$ cat src/rtl/hazard_pkg.sv
// Shared types for the pipeline hazard unit: MDU sequencer state
// encoding and execute-stage forward-select codes.
package hazard_pkg;

  typedef enum logic [1:0] {
    ST_IDLE = 2'b00,
    ST_BUSY = 2'b01,
    ST_DONE = 2'b10
  } mdu_state_t;

  localparam logic [1:0] FWD_RF  = 2'b00;
  localparam logic [1:0] FWD_WB  = 2'b01;
  localparam logic [1:0] FWD_MEM = 2'b10;

endpackage

$ cat src/rtl/hazard_ctrl_mdu_seq.sv
// mdu_seq: tracks an in-flight mult/div. Ports: clk, rst_n (sync,
// active-low), start, is_div in; busy, done (registered) out.
module mdu_seq
  import hazard_pkg::*;
#(
  parameter int MULT_CYCLES = 4,
  parameter int DIV_CYCLES  = 32
) (
  input  logic clk,
  input  logic rst_n,
  input  logic start,
  input  logic is_div,
  output logic busy,
  output logic done
);

  localparam int CW = $clog2(DIV_CYCLES);

  // One cycle is spent in DONE, one leaving IDLE: load latency-2.
  localparam logic [CW-1:0] MULT_LOAD = CW'(MULT_CYCLES - 2);
  localparam logic [CW-1:0] DIV_LOAD  = CW'(DIV_CYCLES - 2);

  mdu_state_t    state;
  logic [CW-1:0] cnt;

  always_ff @(posedge clk) begin
    if (!rst_n) begin
      state <= ST_IDLE;
      cnt   <= '0;
      busy  <= 1'b0;
      done  <= 1'b0;
    end else begin
      unique case (state)
        ST_IDLE, ST_DONE: begin
          if (start) begin
            state <= ST_BUSY;
            cnt   <= is_div ? DIV_LOAD : MULT_LOAD;
            busy  <= 1'b1;
            done  <= 1'b0;
          end else begin
            state <= ST_IDLE;
            busy  <= 1'b0;
            done  <= 1'b0;
          end
        end
        ST_BUSY: begin
          // A start here is dropped; decode stalls should prevent it.
          if (cnt == '0) begin
            state <= ST_DONE;
            busy  <= 1'b0;
            done  <= 1'b1;
          end else begin
            cnt <= cnt - CW'(1);
          end
        end
        default: begin
          state <= ST_IDLE;
          cnt   <= '0;
          busy  <= 1'b0;
          done  <= 1'b0;
        end
      endcase
    end
  end

  start_while_busy: assert property (
    @(posedge clk) disable iff (!rst_n)
    !(start && state == ST_BUSY)
  );

endmodule

$ cat src/rtl/hazard_ctrl.sv
// hazard_ctrl: forwarding selects plus load/branch/MDU stall logic.
// In: D/E sources, per-stage dest + write enables, load/branch/MDU
// flags. Out: StallF/StallD/FlushE, forward selects, MDU busy/done.
module hazard_ctrl
  import hazard_pkg::*;
#(
  parameter int RF_ADDR_WIDTH = 5,
  parameter int MULT_CYCLES   = 4,
  parameter int DIV_CYCLES    = 32
) (
  input  logic                     i_CLK,
  input  logic                     i_RST,
  input  logic [RF_ADDR_WIDTH-1:0] i_RsD,
  input  logic [RF_ADDR_WIDTH-1:0] i_RtD,
  input  logic [RF_ADDR_WIDTH-1:0] i_RsE,
  input  logic [RF_ADDR_WIDTH-1:0] i_RtE,
  input  logic [RF_ADDR_WIDTH-1:0] i_WriteRegE,
  input  logic [RF_ADDR_WIDTH-1:0] i_WriteRegM,
  input  logic [RF_ADDR_WIDTH-1:0] i_WriteRegW,
  input  logic                     i_RegWriteE,
  input  logic                     i_RegWriteM,
  input  logic                     i_RegWriteW,
  input  logic                     i_MemtoRegE,
  input  logic                     i_MemtoRegM,
  input  logic                     i_BranchD,
  input  logic                     i_MDUOpD,
  input  logic                     i_MDUReadD,
  input  logic                     i_MDUStartE,
  input  logic                     i_MDUIsDivE,
  output logic                     o_StallF,
  output logic                     o_StallD,
  output logic                     o_FlushE,
  output logic                     o_ForwardAD,
  output logic                     o_ForwardBD,
  output logic [1:0]               o_ForwardAE,
  output logic [1:0]               o_ForwardBE,
  output logic                     o_MDUBusy,
  output logic                     o_MDUDone
);

  typedef logic [RF_ADDR_WIDTH-1:0] reg_t;

  // $zero is never a real producer.
  function automatic logic hit(input reg_t dst, input reg_t src);
    return (src != '0) && (dst == src);
  endfunction

  function automatic logic [1:0] fwd_sel(input reg_t src);
    logic [1:0] sel;
    if (i_RegWriteM && hit(i_WriteRegM, src))
      sel = FWD_MEM;
    else if (i_RegWriteW && hit(i_WriteRegW, src))
      sel = FWD_WB;
    else
      sel = FWD_RF;
    return sel;
  endfunction

  logic lw_stall;
  logic br_stall;
  logic mdu_stall;
  logic stall;
  logic e_hit;
  logic m_hit;
  logic mdu_busy;
  logic mdu_done;

  always_comb begin
    o_ForwardAE = fwd_sel(i_RsE);
    o_ForwardBE = fwd_sel(i_RtE);
  end

  assign o_ForwardAD = i_RegWriteM && hit(i_WriteRegM, i_RsD);
  assign o_ForwardBD = i_RegWriteM && hit(i_WriteRegM, i_RtD);

  assign e_hit = hit(i_WriteRegE, i_RsD) || hit(i_WriteRegE, i_RtD);
  assign m_hit = hit(i_WriteRegM, i_RsD) || hit(i_WriteRegM, i_RtD);

  assign lw_stall  = i_MemtoRegE && e_hit;
  assign br_stall  = i_BranchD &&
                     ((i_RegWriteE && e_hit) ||
                      (i_MemtoRegM && m_hit));
  assign mdu_stall = (i_MDUReadD || i_MDUOpD) && mdu_busy;

  assign stall    = lw_stall || br_stall || mdu_stall;
  assign o_StallF = stall;
  assign o_StallD = stall;
  assign o_FlushE = stall;

  mdu_seq #(
    .MULT_CYCLES (MULT_CYCLES),
    .DIV_CYCLES  (DIV_CYCLES)
  ) u_mdu_seq (
    .clk    (i_CLK),
    .rst_n  (i_RST),
    .start  (i_MDUStartE),
    .is_div (i_MDUIsDivE),
    .busy   (mdu_busy),
    .done   (mdu_done)
  );

  assign o_MDUBusy = mdu_busy;
  assign o_MDUDone = mdu_done;

endmodule
$ cat config.mk
export PLATFORM = sky130hd
export DESIGN_NAME = hazard_ctrl
export DESIGN_NICKNAME = d
export VERILOG_FILES = /design/src/rtl/hazard_pkg.sv /design/src/rtl/hazard_ctrl_mdu_seq.sv /design/src/rtl/hazard_ctrl.sv
export SDC_FILE = /design/constraint.sdc
export NUM_CORES = 1
export LEC_CHECK = 0
export CAP_MARGIN = 20
export CELL_PAD_IN_SITES_DETAIL_PLACEMENT = 2
export CELL_PAD_IN_SITES_GLOBAL_PLACEMENT = 2
export CORE_AREA = 4 4 62 92
export CTS_BUF_LIST = sky130_fd_sc_hd__clkbuf_16
export CTS_CLUSTER_DIAMETER = 100
export DETAILED_ROUTE_END_ITERATION = 8
export DIE_AREA = 0 0 66 96
export HOLD_SLACK_MARGIN = 0.02
export PLACE_DENSITY_LB_ADDON = 0.2
export SLEW_MARGIN = 10
export SYNTH_ARGS = -nofsm -noshare
export SYNTH_HDL_FRONTEND = slang
export SYNTH_HIERARCHICAL = 1
export SYNTH_SLANG_ARGS = --single-unit
$ cat constraint.sdc
create_clock -name i_CLK -period 3.9 [get_ports i_CLK]
set_clock_uncertainty 0.1 [all_clocks]
set_input_delay 0.585 -clock i_CLK [delete_from_list [all_inputs] [get_ports i_CLK]]
set_output_delay 0.585 -clock i_CLK [all_outputs]
set_load 0.05 [all_outputs]
==> results of run 1 <==
[cell type report]
class / instances / area, um^2 / share of cell area
tap: 66 / 82.6 / 0.0478
multi-input combinational: 108 / 840 / 0.486
sequential: 8 / 160 / 0.0927
clock buffer: 3 / 75.1 / 0.0434
timing repair buffer: 57 / 556 / 0.322
inverter: 4 / 15.0 / 0.00869
[tightest hold or removal path: stages (launching register included)]
cell and delay, ps:
dfxtp_1 330, nor2_1 50, nor2_1 80
[state kept, by name, summed over array words and instances (netlist names)]
signal           count
u_mdu_seq/state      1
u_mdu_seq/busy       1
u_mdu_seq/done       1
u_mdu_seq/cnt        5
[cells by family after synthesis]
logic type               after synthesis  synth area share
AO/OA/AOI/OAI                         19             0.131
XOR/XNOR                              41             0.342
adder cells (fa/ha/maj)                2            0.0238
buffers and inverters                  9            0.0477
flip-flops                             8             0.153
AND/OR/NAND/NOR                       46             0.303
[cells in the mapped netlist, drive strengths merged (4+ instances only)]
library cell   n  share of area
a21oi          4          0.023
buf            4          0.030
dfxtp          8           0.15
inv            4          0.014
nand2          6          0.021
nand3          4          0.019
nand4          4          0.024
nor2           8          0.045
nor4           9          0.077
or4            4          0.036
xnor2         28           0.23
xor2          13           0.11
[path summary, 6_finish.rpt]
path | from | to | slack (ps) | depth (start not counted)
worst max-delay path | i_WriteRegM[0] | o_ForwardBD | 480 | 6
worst min register to register | u_mdu_seq/done | u_mdu_seq/done | 400 | 2
worst min-delay path | u_mdu_seq/done | u_mdu_seq/done | 400 | 2
worst max register to register | u_mdu_seq/cnt[0] | u_mdu_seq/cnt[3] | 2160 | 5
[power breakdown]
group | internal, mW | switching (mW)
clock | 0.132 | 0.0431
combinational | 0.109 | 0.112
sequential | 0.0917 | 0.0149
[metal layers]
layer / vias up / share of wire / global-route usage
li1: 562 / - / -
met1: 567 / 0.34 / 0.131
met2: 50 / 0.58 / 0.291
met3: 9 / 0.051 / 0.0257
met4: 0 / 0.030 / 0.0661
met5: - / 0 / 0
==> impl_metrics.ini, run 1 <==
[layout]
final_cell_mix = clkdlybuf4s50_1, xnor2_1, xor2_1
fillCellCount = 556
layout-area-overhead-vs-synth_pct = 64.6
fin_cells = 246
drive_gt1_frac = 0.122
layout_commonest_cell = clkdlybuf4s50_1
nets = 231
postLayoutCoreUtil = 0.356
stdcell_area_um2 = 1730
antennaDiodeCount = 0

[floorplanning]
initial_utilization = 0.217
io_pins = 58
fp.coreArea_um2 = 4850
dieArea_um2 = 6340
fp.dieW_um = 66
rows = 31
die_y_um = 96

[sta]
final_max_slew_viol_count = 0
period_needed_ps = 3420
setup_slack_ps = 482
max_freq_mhz = 293
slew-limit-headroom = 0.664
hold_ws_ps = 405
setup_tns_ps = 0
worstMarginPinSlew_ps = 502
fin_crit_sh = 0.876
setup_violations = 0
hold_violations = 0
rsz0062_at_grt = false

[placement]
dpl.hpwl_um = 3880
gp_congestion = 0.872
dp_slack_ps = 469
place_area_um2 = 1650
dp_cells = 243
io_buffers = 57

[yosys]
syn-cell-area_um2 = 1050
ys_ff_latch = 8
ys_warn_count = 6
mappedNetlistNets = 174
yosysSeqAreaShare = 0.153
yosys_most_used_dff = dfxtp_1
avgSynthCellArea_um2 = 8.40
synth.distinct_cells = 36
ys_async_sr_fraction = 0
syn_inst = 125
synth_edf_count = 0

[global_routing]
grt_pass1_vias = 1389
grt_overflow = 0
track_usage = 0.142
grt_pass1_wl_um = 6760
grt_max_degree = 13
antenna_found_initial = 0

[detailed_routing]
vias = 1188
drtIter0Drc = 40
wirelength_um = 4350
drc = 0
viasPerCell = 4.83
ant_nets = 0
avgRoutedWirePerCell_um = 17.7
dr.pass1.iters = 4

[clock_network]
cts_tree = built
clkTransAtPathRegs_ps = 30
clock_path_buffers = 2
clock-sinks = 8
cts_setup_buffers = 0
cts_max_level = 1
cts_buffers = 3
hold_buffers = 0
cts-resized-gates = 0
clk_latency_ps = 240
cts_root_buf = clkbuf_16

[worst_setup_path]
crit_chain = clkdlybuf4s50_1 -> xnor2_1 -> nand3_1 -> nor4_1 -> and2_1 -> clkdlybuf4s50_1
cp_slowest_cell = clkdlybuf4s50_1
critPathMaxStageDelay_ps = 800
cp-start-kind = input port
end_kind = primary output
cp_max_fo = 4
required_ps = 3210
crit_family = buffers and inverters
path_buf_inv = 2
worst_path_most_repeated_cell = clkdlybuf4s50_1
crit_type = input port to primary output
cp.arrival_ps = 2730

[power_and_ir_drop]
p_leak_nw = 0.572
ir_worst_vdd_mv = 0.122
p_total_mw = 0.503
powerDensity_nw_per_um2 = 291

[min_path]
min_path_type = flop to flop

[flow_run]
drv_cap = 0

[run_status]
status = complete, no violations
No activity file was read; power rests on OpenSTA's default activity.
==> inputs of run 2 (changes only) <==
--- a/config.mk
+++ b/config.mk
@@ -15,6 +15,7 @@
 export DIE_AREA = 0 0 66 96
 export HOLD_SLACK_MARGIN = 0.02
 export PLACE_DENSITY_LB_ADDON = 0.2
+export SETUP_SLACK_MARGIN = 0.4
 export SLEW_MARGIN = 10
 export SYNTH_ARGS = -nofsm -noshare
 export SYNTH_HDL_FRONTEND = slang
==> run 2 against run 1 <==
Effect of this change:
- flip-flop and latch count stayed put
- cell count stayed put
- worst setup slack better by 15 ps
- final area is 0.14% higher
- highest routed layer unchanged
==> impl_metrics.ini, run 2 (same netlist as run 1, synthesis figures left out) <==
[min_path]
hold_end = u_mdu_seq/done
holdCritStartpoint = u_mdu_seq/done
min_path_type = flop to flop
hold_depth = 2

[power_and_ir_drop]
p_comb_frac = 0.439
p_leak_nw = 0.591
p_int_mw = 0.333
powerDensity_nw_per_um2 = 290
p_sw_frac = 0.338
switchingPower_mw = 0.170
ir_worst_vdd_mv = 0.122
p_total_mw = 0.502
clock_power_share = 0.349
seqPwrFrac = 0.212

[global_routing]
grt_pass1_wl_um = 6760
grt_overflow = 0
antenna_found_initial = 0
grt_max_degree = 13
grt_pass1_vias = 1389
track_usage = 0.142

[detailed_routing]
ant_nets = 0
wirelength_um = 4350
dr.pass1.iters = 4
drtIter0Drc = 40
viasPerCell = 4.80
avgRoutedWirePerCell_um = 17.7
drc = 0
vias = 1182

[worst_setup_path]
required_ps = 3210
crit_family = buffers and inverters
end_kind = primary output
crit_chain = clkdlybuf4s50_1 -> xnor2_1 -> nand4_1 -> nor4_2 -> clkdlybuf4s50_1
worst_path_most_repeated_cell = clkdlybuf4s50_1
crit_type = input port to primary output
reg2reg_depth = 5
rrSetupSlack_ps = 2160
r2r-end = u_mdu_seq/cnt[3]
cp.arrival_ps = 2720
critPathMaxStageDelay_ps = 880
cp_slowest_cell = clkdlybuf4s50_1
cp-start-kind = input port
reg2reg_from = u_mdu_seq/cnt[0]
cp_max_fo = 3
path_buf_inv = 2

[floorplanning]
die_y_um = 96
initial_utilization = 0.217
io_pins = 58
dieArea_um2 = 6340
fp.coreArea_um2 = 4850
rows = 31
fp.dieW_um = 66

[clock_network]
cts_max_level = 1
hold_buffers = 0
cts_tree = built
clkTransAtPathRegs_ps = 30
cts_buffers = 3
clock_path_buffers = 2
clock-sinks = 8
clk_latency_ps = 240
cts_root_buf = clkbuf_16

[sta]
final_max_slew_viol_count = 0
fin_crit_sh = 0.873
period_needed_ps = 3400
hold_violations = 0
worstMarginPinSlew_ps = 502
max_freq_mhz = 294
slew-limit-headroom = 0.664
rsz0062_at_grt = false
setup_violations = 0
setup_tns_ps = 0

[run_status]
status = complete, no violations

[layout]
fillCellCount = 555
drive_gt1_frac = 0.122
antennaDiodeCount = 0
max_flop_register = u_mdu_seq/cnt
largest_reg_flops = 5
nets = 231
layout-area-overhead-vs-synth_pct = 64.8
seqCellArea_um2 = 160
layout_commonest_cell = clkdlybuf4s50_1
multi_input_area_um2 = 840
final_cell_mix = clkdlybuf4s50_1, xnor2_1, xor2_1

[flow_run]
drv_cap = 0

[placement]
io_buffers = 57
gp_congestion = 0.872
dpl.hpwl_um = 3880
-- run 2: cell types whose count changed in the layout (fill, tap and decap cells not counted) --
cell	before	now
dlymetal6s2s_1	0	1
clkdlybuf4s50_1	51	50
-- run 2: worst max-delay path by stage --
stage / start / slack, ps / to / cells after the start
after floorplan: i_RsE[1] / 850 / o_ForwardAE[0] / 4
after global placement: i_RtD[1] / 490 / o_ForwardBD / 6
after detailed placement: i_WriteRegM[0] / 470 / o_ForwardBD / 6
after CTS: i_WriteRegM[0] / 450 / o_ForwardBD / 6
after global routing: i_RtE[2] / 410 / o_ForwardBE[1] / 5
final: i_RtE[2] / 500 / o_ForwardBE[1] / 5
-- run 2: routing by layer --
| metal | routed length [um] | vias to the layer above | share of wire | GRT usage |
|---|---|---|---|---|
| li1 | - | 560 | - | - |
| met1 | 1470 | 563 | 0.34 | 0.131 |
| met2 | 2520 | 50 | 0.58 | 0.291 |
| met3 | 224 | 9 | 0.052 | 0.0257 |
| met4 | 131 | 0 | 0.030 | 0.0661 |
| met5 | 0 | - | 0 | 0 |
-- run 2: layout make-up --
type | count | area share
flip-flops and latches | 8 | 0.0926
well taps | 66 | 0.0477
repair buffers | 57 | 0.322
multi-input cells | 108 | 0.485
inverters | 4 | 0.00868
clock buffers | 3 | 0.0434
-- run 2: metrics by stage --
step	utilization	std cells	hold WS [ps]	instance area, um^2	setup slack [ps]
finish	0.357	246	405	1730	496
global route	0.357	246	446	1730	415
CTS	0.356	246	415	1730	453
detailed placement	0.341	243	406	1650	469
global placement	0.341	243	360	1650	488
floorplan	-	125	398	1050	849
-- run 2: what timing repair did --
action / 4_1_cts / 5_1_grt
hold endpoints to repair: 0 / 0
setup endpoints to repair: 0 / 1
gates resized for setup: 0 / 1
buffers inserted: 0 / 0
-- run 2: worst reg2reg max path, cell delays in order, from the launching register on --
cell and delay (ps):
dfxtp_1 310, inv_1 130, ha_1 180, or4b_4 500, o221ai_2 250, o22ai_1 130
-- run 2: power groups by stage --
stage          clock network (mW)  registers (mW)  logic, mW
2_1_floorplan                   0           0.106      0.127
3_3_place_gp                    0           0.107      0.217
3_5_place_dp                    0           0.108      0.222
4_1_cts                     0.178           0.106      0.224
5_1_grt                     0.183           0.109      0.238
6_report                    0.175           0.107      0.220
